<file path="config.mk">
export PLATFORM = sky130hd
export DESIGN_NAME = cmp_writeback
export DESIGN_NICKNAME = d
export VERILOG_FILES = /design/src/rtl/cmp_writeback.sv
export SDC_FILE = /design/constraint.sdc
export NUM_CORES = 2
export LEC_CHECK = 0
export CORE_ASPECT_RATIO = 1.25
export CORE_MARGIN = 2
export CORE_UTILIZATION = 46
export CTS_CLUSTER_SIZE = 8
export DETAILED_ROUTE_END_ITERATION = 10
export SLEW_MARGIN = 10
export SYNTH_ARGS = -nofsm -noshare
export SYNTH_HDL_FRONTEND = slang
export SYNTH_SLANG_ARGS = --single-unit
</file>
<file path="constraint.sdc">
create_clock -name clk -period 12.6 [get_ports clk]
set_input_delay 3.78 -clock clk [delete_from_list [all_inputs] [get_ports clk]]
set_output_delay 3.78 -clock clk [all_outputs]
set_load 0.02 [all_outputs]
</file>
<file path="src/rtl/cmp_writeback.sv">
// Compare-result writeback queue: buffers up to NUM_CMP_RS results per cycle and drains them in order to the ROB.
// Optional macro CMP_WB_BYPASS_EN forwards the lowest valid input straight to the ROB port when the queue is empty.
module cmp_writeback #(
  parameter int NUM_CMP_RS = 3,
  parameter int DEPTH      = 16,
  parameter int TAG_W      = 4
) (
  input  logic                                clk,
  input  logic                                rst,
  input  logic                                flush,
  input  logic [NUM_CMP_RS-1:0]               in_valid,
  input  logic [NUM_CMP_RS-1:0]               in_is_br,
  input  logic [NUM_CMP_RS-1:0]               in_br_pred_res,
  input  logic [NUM_CMP_RS-1:0][31:0]         in_val,
  input  logic [NUM_CMP_RS-1:0][31:0]         in_pc_next,
  input  logic [NUM_CMP_RS-1:0][TAG_W-1:0]    in_tag,
  output logic                                dispatch_stall,
  output logic                                rob_wr_valid,
  input  logic                                rob_wr_ready,
  output logic [TAG_W-1:0]                    rob_wr_tag,
  output logic [31:0]                         rob_wr_val,
  output logic                                rob_wr_mispred,
  output logic [31:0]                         rob_wr_pc_next,
  output logic                                overflow_err
);

  localparam int AW = $clog2(DEPTH);
  localparam int CW = AW + 1;
  localparam int SW = (NUM_CMP_RS > 1) ? $clog2(NUM_CMP_RS) : 1;
  localparam logic [CW-1:0] DEPTH_C   = CW'(DEPTH);
  localparam logic [CW-1:0] STALL_LIM = CW'(2 * NUM_CMP_RS);

  logic [TAG_W-1:0] mem_tag [DEPTH];
  logic [31:0]      mem_val [DEPTH];
  logic [31:0]      mem_pc  [DEPTH];
  logic             mem_mis [DEPTH];

  logic [AW-1:0] head;
  logic [AW-1:0] tail;
  logic [CW-1:0] count;

  logic          fifo_valid;
  logic          pop;
  logic [CW-1:0] free;
  logic [CW-1:0] n_acc;
  logic          drop;
  logic [NUM_CMP_RS-1:0] wr_en;
  logic [AW-1:0]         wr_idx [NUM_CMP_RS];

  logic          byp_active;
  logic          byp_take;
  logic [SW-1:0] byp_idx;

  assign fifo_valid     = (count != '0) & ~flush & ~rst;
  assign pop            = fifo_valid & rob_wr_ready;
  assign dispatch_stall = ~rst & ((DEPTH_C - count) < STALL_LIM);

`ifdef CMP_WB_BYPASS_EN
  always_comb begin
    byp_idx = '0;
    for (int i = NUM_CMP_RS - 1; i >= 0; i--) begin
      if (in_valid[i]) byp_idx = SW'(i);
    end
  end
  assign byp_active = (count == '0) & (|in_valid) & ~flush & ~rst;
  assign byp_take   = byp_active & rob_wr_ready;
`else
  assign byp_idx    = '0;
  assign byp_active = 1'b0;
  assign byp_take   = 1'b0;
`endif

  // Slots are packed into consecutive tail positions; the entry freed by a same-cycle pop is reusable.
  always_comb begin
    n_acc = '0;
    drop  = 1'b0;
    free  = DEPTH_C - count + CW'(pop);
    for (int i = 0; i < NUM_CMP_RS; i++) begin
      wr_en[i]  = 1'b0;
      wr_idx[i] = tail + AW'(n_acc);
      if (in_valid[i] & ~flush & ~rst & ~(byp_take & (byp_idx == SW'(i)))) begin
        if (n_acc < free) begin
          wr_en[i] = 1'b1;
          n_acc    = n_acc + CW'(1);
        end else begin
          drop = 1'b1;
        end
      end
    end
  end

  always_ff @(posedge clk) begin
    if (rst) begin
      head         <= '0;
      tail         <= '0;
      count        <= '0;
      overflow_err <= 1'b0;
    end else if (flush) begin
      head  <= '0;
      tail  <= '0;
      count <= '0;
    end else begin
      if (pop) head <= head + AW'(1);
      tail  <= tail + AW'(n_acc);
      count <= count + n_acc - CW'(pop);
      if (drop) overflow_err <= 1'b1;
    end
  end

  always_ff @(posedge clk) begin
    for (int i = 0; i < NUM_CMP_RS; i++) begin
      if (wr_en[i]) begin
        mem_tag[wr_idx[i]] <= in_tag[i];
        mem_val[wr_idx[i]] <= in_val[i];
        mem_pc[wr_idx[i]]  <= in_pc_next[i];
        mem_mis[wr_idx[i]] <= in_is_br[i] & ~in_br_pred_res[i];
      end
    end
  end

  // Payload reads as zero whenever nothing is being offered.
  always_comb begin
    rob_wr_valid   = 1'b0;
    rob_wr_tag     = '0;
    rob_wr_val     = '0;
    rob_wr_pc_next = '0;
    rob_wr_mispred = 1'b0;
    if (fifo_valid) begin
      rob_wr_valid   = 1'b1;
      rob_wr_tag     = mem_tag[head];
      rob_wr_val     = mem_val[head];
      rob_wr_pc_next = mem_pc[head];
      rob_wr_mispred = mem_mis[head];
    end else if (byp_active) begin
      rob_wr_valid   = 1'b1;
      rob_wr_tag     = in_tag[byp_idx];
      rob_wr_val     = in_val[byp_idx];
      rob_wr_pc_next = in_pc_next[byp_idx];
      rob_wr_mispred = in_is_br[byp_idx] & ~in_br_pred_res[byp_idx];
    end
  end

endmodule

</file>
; ---- Word level (Yosys, flattened, before mapping)
; Memory sizes are Yosys's and may differ from the RTL's. A register that Yosys moved wholly into a read port is not among the register bits.
; Cells that the tools add are included.
; W data, S select, Z words.
[totals]
reg_bits = 14
latchBits = 0
ram_bits = 1104
rom_bits = 0
word_cells = 80
n_memories = 4
[op_classes]
n_addsub = 10
mul = 0
n_div = 0
order_cmp = 4
eq_ne = 0
n_shift = 0
mux = 37
bitwise = 18
n_reduce_logical = 3
[mem_list]
columns = name, depth, word_bits, rd, rd_clocked_by_memory_dff, write_ports, line_no
row1 = mem_pc, 16, 32, 1, 1, 3, 35  ; logic [31:0] mem_pc [DEPTH];
row2 = mem_val, 16, 32, 1, 1, 3, 34  ; logic [31:0] mem_val [DEPTH];
row3 = mem_tag, 16, 4, 1, 1, 3, 33  ; logic [TAG_W-1:0] mem_tag [DEPTH];
row4 = mem_mis, 16, 1, 1, 1, 3, 36  ; logic mem_mis [DEPTH];
[op_table]
columns = cell, n
row1 = $mux W32, 2
row2 = $mux W4, 9
row3 = $mux W5, 5
row4 = $mux W1, 21
row5 = $and A1 B1 Y1, 13
row6 = $add A4 B4 Y4, 3
row7 = $add A5 B1 Y5 const B, 2
row8 = $lt A5 B5 Y1, 2
row9 = $add A5 B1 Y5, 1
row10 = $add A5 B5 Y5, 1
row11 = $lt A1 B5 Y1 const A, 1
row12 = $lt A5 B3 Y1 const B, 1
row13 = $not A1 Y1, 5
row14 = $reduce_bool A5 Y1, 1
row15 = $sub A5 B1 Y5, 1
row16 = $sub A5 B5 Y5 const A, 1
row17 = $add A4 B1 Y4 const B, 1
row18 = $reduce_and A2 Y1, 1
row19 = $reduce_or A2 Y1, 1

; ---- Logic depth before layout (Yosys ltp)
[depth]
word_depth = 16
ltp_mapped = 27

; ---- Worst setup path before layout
; OpenSTA, ideal clock, no wires.
[synth_timing]
path_kind = input port to flip-flop
startpoint = in flush
endpoint = mem mem_mis[0] (enable)
setup_ns = 0.526
arrival_time_ns = 10.949
setup_slack_ns = 1.125
path_stages = 22
path_buffers = 6
path_cell_list = or2_2 -> clkbuf_1 -> nor2_1 -> and2_1 -> clkbuf_1 -> ha_1 -> ha_1 -> nor2b_1 -> nand4_1 -> o22a_1 -> buf_4 -> buf_6 -> nor3_1 -> nor2_1 -> ha_1 -> ha_1 -> or3_1 -> o21ai_0 -> o21ai_1 -> buf_2 -> buf_2 -> o221ai_1
[synth_lines]
columns = element, line_no
row1 = start: declaration, 10  ; input logic flush,
row2 = end: declaration, 36

==> flow_metrics.tcl <==
set metrics [dict create \
    status "completed" \
    wire_per_inst_um 35.11 \
    cp.required_ns 13.07 \
    dieWidth_um 351.1 \
    floorplan.rows 159 \
    htreeDepth 4 \
    critPathCaptureType "flop" \
    dp_cells 8047 \
    path_clk_slew_ns 0.05 \
    vias_per_cell 7.486 \
    cts_root_buf "clkbuf_16" \
    grt_pass1_wl_um 414700 \
    min_path_type "flop to flop" \
    synth_edf_count 1104 \
    area_delta_synth_final_pct 11.23 \
    fin_nets 6436 \
    seq_area_frac_synth 0.4839 \
    yosysWarnings 0 \
    min_from "head[1]$_SDFFE_PP0N_" \
    path_cells "clkdlybuf4s50_1 > or2_2 > nor2_4 > and2_1 > ha_1 > ha_1 > nor2b_1 > nand4_1 > o22ai_2 > a21oi_1 > nor4_1 > ha_1 > inv_1 > o2111ai_4 > buf_4 > buf_4 > a41oi_1" \
    skew_ns 0.02303 \
    worst_slack_ns 2.101 \
    cts_setup_buffers 0 \
    worst_pin_slew_ns 1.172 \
    top_level_ports 289 \
    ant_nets 0 \
    stdcell_count 8270 \
    die_y_um 437.8 \
    via_count 61910 \
    fillers 12930 \
    pwr_density_cell_nw_per_um2 141.1 \
    crit_top_cell "ha_1" \
    io_buffers 288 \
    rsz0062_at_grt "no" \
    setup_viol 0 \
    dieArea_um2 153700 \
    synthArstFlopShare 0 \
    maxCapViolCount 0 \
    syn-num-nets 6807 \
    holdWs_ns 0.5182 \
    cts_tree "built" \
    crit_path_start_kind "input port" \
    use_met1 0.4801 \
    period_minus_slack_ns 10.50 \
    drt_iter0_markers 10600 \
    globalRouteTotalUtil 0.3713 \
    synth_area_um2 69260 \
    yosys_register_bits 1122 \
    grt_max_degree 181 \
    cts.repair.resized 0 \
    reg2reg_depth 19 \
    r2r_slack_ns 4.88 \
    antenna_found_initial 49 \
    use_met2 0.5685 \
    syn_avg_cell_area_um2 10.55 \
    min_period_over_period 0.8333 \
    grt_pass1_vias 59220 \
    timing.rr.start "count[0]$_SDFF_PP0_" \
    drt_first_pass_iters 7 \
    fin_util 0.5142 \
    crit_type "input port to flop" \
    ir_drop_mv 0.3680 \
    grt_use_met3 0.08976 \
    holdBufCountCts 0 \
    ys_types 57 \
    final_max_slew_viol_count 0 \
    synthFlopType "edfxtp_1" \
    start_util 0.4623 \
    final.setup.tns_ns 0 \
    regToRegEndpoint "mem_pc[4][23]$_DFFE_PP_" \
    crit_fanout 73 \
    drive_above_1_share 0.1124 \
    synth_cells 6566 \
    hold_viol 0 \
    cp_top_family "buffers and inverters" \
    gr-total-overflow 0 \
    clk_latency_ns 0.80 \
    path_buf_inv 4 \
    min_path_cells 2 \
    coreArea_um2 149800 \
    drcViolationCount 0 \
    slowest_stage "buf_4" \
    crit_arrival_ns 10.97 \
    max_slew_margin 0.2187 \
    leakagePower_nw 23.05 \
    fmax_mhz 95.24 \
    cts_sinks 1122 \
    grt_busiest_layer "met2" \
    routed_wl_um 290400 \
    cpPeakStageDelay_ns 0.96 \
    dp_hpwl_um 145500 \
    numCtsBuffers 158 \
    gp_congestion 0.8621 \
    pre_cts_ws_ns 1.388 \
    clk_path_buf_depth 3 \
]
-- worst register-to-register path: cells and delay by family, from the launching register on --
kind	cells	cell delay, ns
buffers and inverters	4	2.54
and+or+nand+nor	6	1.60
AOI/OAI and AO/OA	4	1.23
DFF	1	0.41
adders and majority gates	5	1.62
-- layout make-up --
type,instances,area [µm²],share of cell area
clock buffers,182,4108,0.05332
inverters,19,71.32,0.0009258
diodes,28,70.07,0.0009096
well taps,2012,2517,0.03268
clock inverters,13,158.9,0.002063
multi-input cells,4495,32440,0.4211
flip-flops and latches,1122,33530,0.4352
repair buffers,399,4141,0.05376
-- synth_stat cells (2+ instances only) --
cell | number | area (µm²)
buf_6 | 11 | 123.9
a31oi_1 | 150 | 938.4
nand3_1 | 664 | 3323
o21ai_2 | 3 | 26.28
xor2_1 | 9 | 78.83
buf_2 | 264 | 1321
o2111ai_1 | 82 | 718.2
buf_4 | 5 | 37.54
nand4b_1 | 2 | 17.52
nand2_1 | 472 | 1772
or3_1 | 2 | 12.51
nor3b_1 | 2 | 15.01
o21ai_1 | 3 | 15.01
a21oi_2 | 2 | 17.52
o21a_1 | 136 | 1021
dfxtp_1 | 18 | 360.4
o2111ai_2 | 13 | 195.2
nor3_1 | 4 | 20.02
a221oi_1 | 239 | 2093
a21oi_1 | 281 | 1406
fa_1 | 3 | 60.06
o21ai_0 | 56 | 280.3
or2_2 | 3 | 18.77
xnor2_1 | 6 | 52.55
edfxtp_1 | 1104 | 33150
nand2b_1 | 6 | 37.54
a21bo_2 | 2 | 20.02
and2_1 | 146 | 913.4
nor2_1 | 1051 | 3945
nand4_1 | 3 | 18.77
nor2b_1 | 7 | 43.79
ha_1 | 21 | 262.8
nor4_1 | 2 | 12.51
mux4_2 | 345 | 7770
clkbuf_1 | 558 | 2095
inv_1 | 19 | 71.32
buf_1 | 92 | 345.3
o221ai_1 | 16 | 140.1
a21o_1 | 9 | 67.56
a41oi_1 | 667 | 5842
a21boi_0 | 2 | 15.01
and3_1 | 71 | 444.2
-- power by group --
group          internal, mW  total [mW]  switching, mW  leakage (nW)
Combinational         0.744        2.58           1.83          11.0
Clock                  2.27        3.93           1.66          2.09
Sequential             4.32        4.36         0.0353          9.98
-- per-stage QoR --
stage | cell area (µm²) | total power, mW
2_1_floorplan | 69260 | 5.949
3_3_place_gp | 72690 | 6.882
3_5_place_dp | 72690 | 6.904
4_1_cts | 76960 | 10.78
5_1_grt | 77010 | 11.10
6_report | 77030 | 10.87
-- sequential cells by signal (all words and copies together) (netlist names), named ones only --
register	cells
tail	4
count	5
head	4
overflow_err	1
mem_mis	16
mem_pc	512
mem_val	512
mem_tag	64
-- cells by family after synthesis --
family                   Yosys count  synth area share
XOR/XNOR                          16          0.002132
buffers and inverters            949           0.05767
AND/OR/NAND/NOR                 2439            0.1534
adder cells (fa/ha/maj)           24          0.004661
flip-flops                      1122            0.4839
multiplexers                     346            0.1123
AO/OA/AOI/OAI                   1670            0.1860
-- placed cells by master (no fill, tap or decap), drive strengths merged, types with 146 or more instances in the layout --
cell / count
a31oi: 150
nand2: 472
a41oi: 667
mux4: 345
nand3: 664
clkbuf: 182
edfxtp: 1104
and2: 146
clkdlybuf4s50: 288
nor2: 1052
a21oi: 283
a221oi: 239
-- metal layers --
layer	share of wire	vias to the layer above
li1	-	25130
met1	0.35	30170
met2	0.45	5393
met3	0.13	1176
met4	0.062	40
met5	0.00082	-
-- worst max path at each step --
stage,end,from,slack (ns),cells past startpoint
floorplan,mem_mis[0]$_DFFE_PP_,flush,1.13,22
global placement,mem_pc[4][23]$_DFFE_PP_,rst,1.60,17
detailed placement,mem_pc[4][23]$_DFFE_PP_,rst,1.39,17
CTS,mem_pc[4][23]$_DFFE_PP_,rst,2.27,17
global route,mem_pc[4][29]$_DFFE_PP_,rst,1.82,17
finish,mem_pc[4][23]$_DFFE_PP_,rst,2.10,17
Note: power is estimated with default switching activity, not from simulation.
==> RTL edit: new RTL, config.mk and constraints unchanged <==
Add a define of `CMP_WB_BYPASS_EN`.
--- a/src/rtl/cmp_writeback.sv
+++ b/src/rtl/cmp_writeback.sv
@@ -1,5 +1,7 @@
 // Compare-result writeback queue: buffers up to NUM_CMP_RS results per cycle and drains them in order to the ROB.
 // Optional macro CMP_WB_BYPASS_EN forwards the lowest valid input straight to the ROB port when the queue is empty.
+`define CMP_WB_BYPASS_EN
+
 module cmp_writeback #(
   parameter int NUM_CMP_RS = 3,
   parameter int DEPTH      = 16,
Function: not settled (the Yosys comparison gave no result); the edit may change what the design does.
==> RTL edit against the original RTL <==
  * Register-to-register slack better by 0.32 ns
  * Design area down 0.78%
  * Die area is 0.20% lower
  * Largest power group unchanged
  * Sequential share of layout area grew 0.34 points
  * Global-route usage hardly changed
  * Sequential cell count did not move
  * Area after synthesis down 0.20%
  * Power decreased by 6.0%
  * Wire length fell by 0.59%
  * Setup slack worse by 0.59 ns
==> RTL edit: results (changes against the original RTL) <==
Drt
  – Pre-Repair DR Iteration Count: 8 (was 7)
  – Starting DRT DRC Count: 10,100 (was 10,600)
  – WL final: 289,000 µm (was 290,000 µm)
  – Via Count: 61,800 (was 61,900)

Setup path
  – R2R setup slack: 5.20 ns (was 4.88 ns)
  – Crit path max fanout: 50 (was 73)
  – FF-to-FF Start: count[0] (unchanged)
  – Reg2Reg Depth: 22 (was 19)
  – Reg-to-reg endpoint: mem_val[13][3] (was mem_pc[4][23])
  – Crit path arrival time: 7.31 ns (was 10.97 ns)

Clock network
  – Num CTS Buffers: 159 (was 158)
  – Clock Path Buffers: 3 (unchanged)
  – Worst-skew pair later-pin latency: 0.82 ns (was 0.80 ns)

Layout
  – Layout filler cell count: 13,100 (was 12,900)
  – Share of post-route cells with drive strength above 1: 10.5% (was 11.2%)
  – NumNets Final: 7,338 (was 6,436)

Placed design
  – Place WS: 1.54 ns (was 1.39 ns)
  – GP Congestion: 0.855 (was 0.862)
  – Placed Area: 72,000 µm² (was 72,700 µm²)
  – Dpl hpwl: 146,000 µm (about the same)

STA
  – Fin crit period: 11.09 ns (was 10.50 ns)
  – Post-route clock skew: 0.0215 ns (was 0.0230 ns)
  – Hold_ws: 0.500 ns (was 0.518 ns)
  – Slew headroom: 13.4% (was 21.9%)

Logic synthesis
  – Most frequent cells after synthesis: 2,257 x nand2_1, 1,197 x nor2_1, 1,104 x edfxtp_1, 1,089 x a31oi_1, 573 x clkbuf_1 (was 1,104 x edfxtp_1, 1,051 x nor2_1, 667 x a41oi_1, 664 x nand3_1, 558 x clkbuf_1)
  – Synth cell types: 69 (was 57)
  – Synth area leaders: edfxtp_1 48%, nand2_1 12%, mux4_2 11% (was edfxtp_1 48%, mux4_2 11%, a41oi_1 8.4%)
  – Register area share after synthesis: 48.5% (was 48.4%)
  – Mapped Nets: 7,750 (was 6,807)

Pwr
  – Pleak: 26.7 nW (was 23.1 nW)
  – VDD IR max: 0.222 mV (was 0.368 mV)

Outcome
  – Outcome: complete, no violations (unchanged)

Worst hold path
  – Hold Startpoint: overflow_err (was head[1])
  – HP Class: flip-flop to flip-flop (unchanged)

GRT
  – First-pass GRT wire length: 410,000 µm (was 415,000 µm)
  – Initial antenna violation count: 20 (was 49)
  – Vias in the first global route: 58,500 (was 59,200)
  – Global-route usage over all layers: 37.2% (was 37.1%)
## RTL edit: cells by family after synthesis
| family | after synthesis | synth area share (%) |
|---|---|---|
| mux | 417 | 12.3 |
| compound gates | 1374 | 12.7 |
| fa+ha+maj | 25 | 0.482 |
| xor+xnor | 14 | 0.177 |
| buf+inv | 1034 | 6.47 |
| flops | 1122 | 48.5 |
| simple gates | 3523 | 19.4 |
## RTL edit: layer usage
layer  routed length, µm  GRT usage (%)  part of all wire [%]  vias to the layer above
met5                 141         0.0957                 0.049                        -
met4               18100           21.6                   6.3                       22
met3               41500           9.31                    14                     1183
met2              129000           56.8                    45                     5161
met1              100000           47.9                    35                    29800
li1                    -              -                     -                    25600
## RTL edit: stage by stage
stage / power [mW] / utilization, % / instances
finish: 10.2 / 51.0 / 9143
global route: 10.5 / 51.0 / 9138
CTS: 10.2 / 51.0 / 9131
detailed placement: 6.25 / 48.1 / 8948
global placement: 6.22 / 48.1 / 8948
floorplan: 5.53 / - / 7509
## RTL edit: power by group through the flow
stage | clock, mW | combinational, mW | sequential, mW
after detailed placement | 0 | 1.89 | 4.36
after global placement | 0 | 1.87 | 4.36
after floorplan | 0 | 1.17 | 4.36
after global routing | 4.12 | 2.04 | 4.29
after CTS | 3.99 | 1.90 | 4.29
final | 3.99 | 1.94 | 4.29
## RTL edit: area by class of cell
| cell class | instances | share of cell area, % |
|---|---|---|
| diodes | 12 | 0.0393 |
| clock buffers | 167 | 5.31 |
| clock inverters | 16 | 0.381 |
| inverters | 23 | 0.113 |
| multi-input cells | 5353 | 41.3 |
| flip-flops and latches | 1122 | 43.9 |
| well taps | 2012 | 3.29 |
| repair buffers | 438 | 5.67 |
## RTL edit: worst max-delay path by stage
| stage | startpoint | cells after the start | to |
|---|---|---|---|
| final | in_valid[2] | 6 | rob_wr_pc_next[10] |
| after global routing | in_valid[1] | 6 | rob_wr_pc_next[10] |
| after CTS | in_valid[1] | 5 | rob_wr_tag[1] |
| after detailed placement | in_valid[1] | 5 | rob_wr_tag[1] |
| after global placement | in_valid[2] | 6 | rob_wr_pc_next[10] |
| after floorplan | rst | 14 | mem_mis[4] |
## RTL edit: worst max-delay path, stage by stage
cell and delay, ns:
clkdlybuf4s50_1 0.79, nor3b_2 0.84, buf_4 0.68, a21oi_1 0.14
o21ai_0 0.35, clkdlybuf4s50_1 0.69
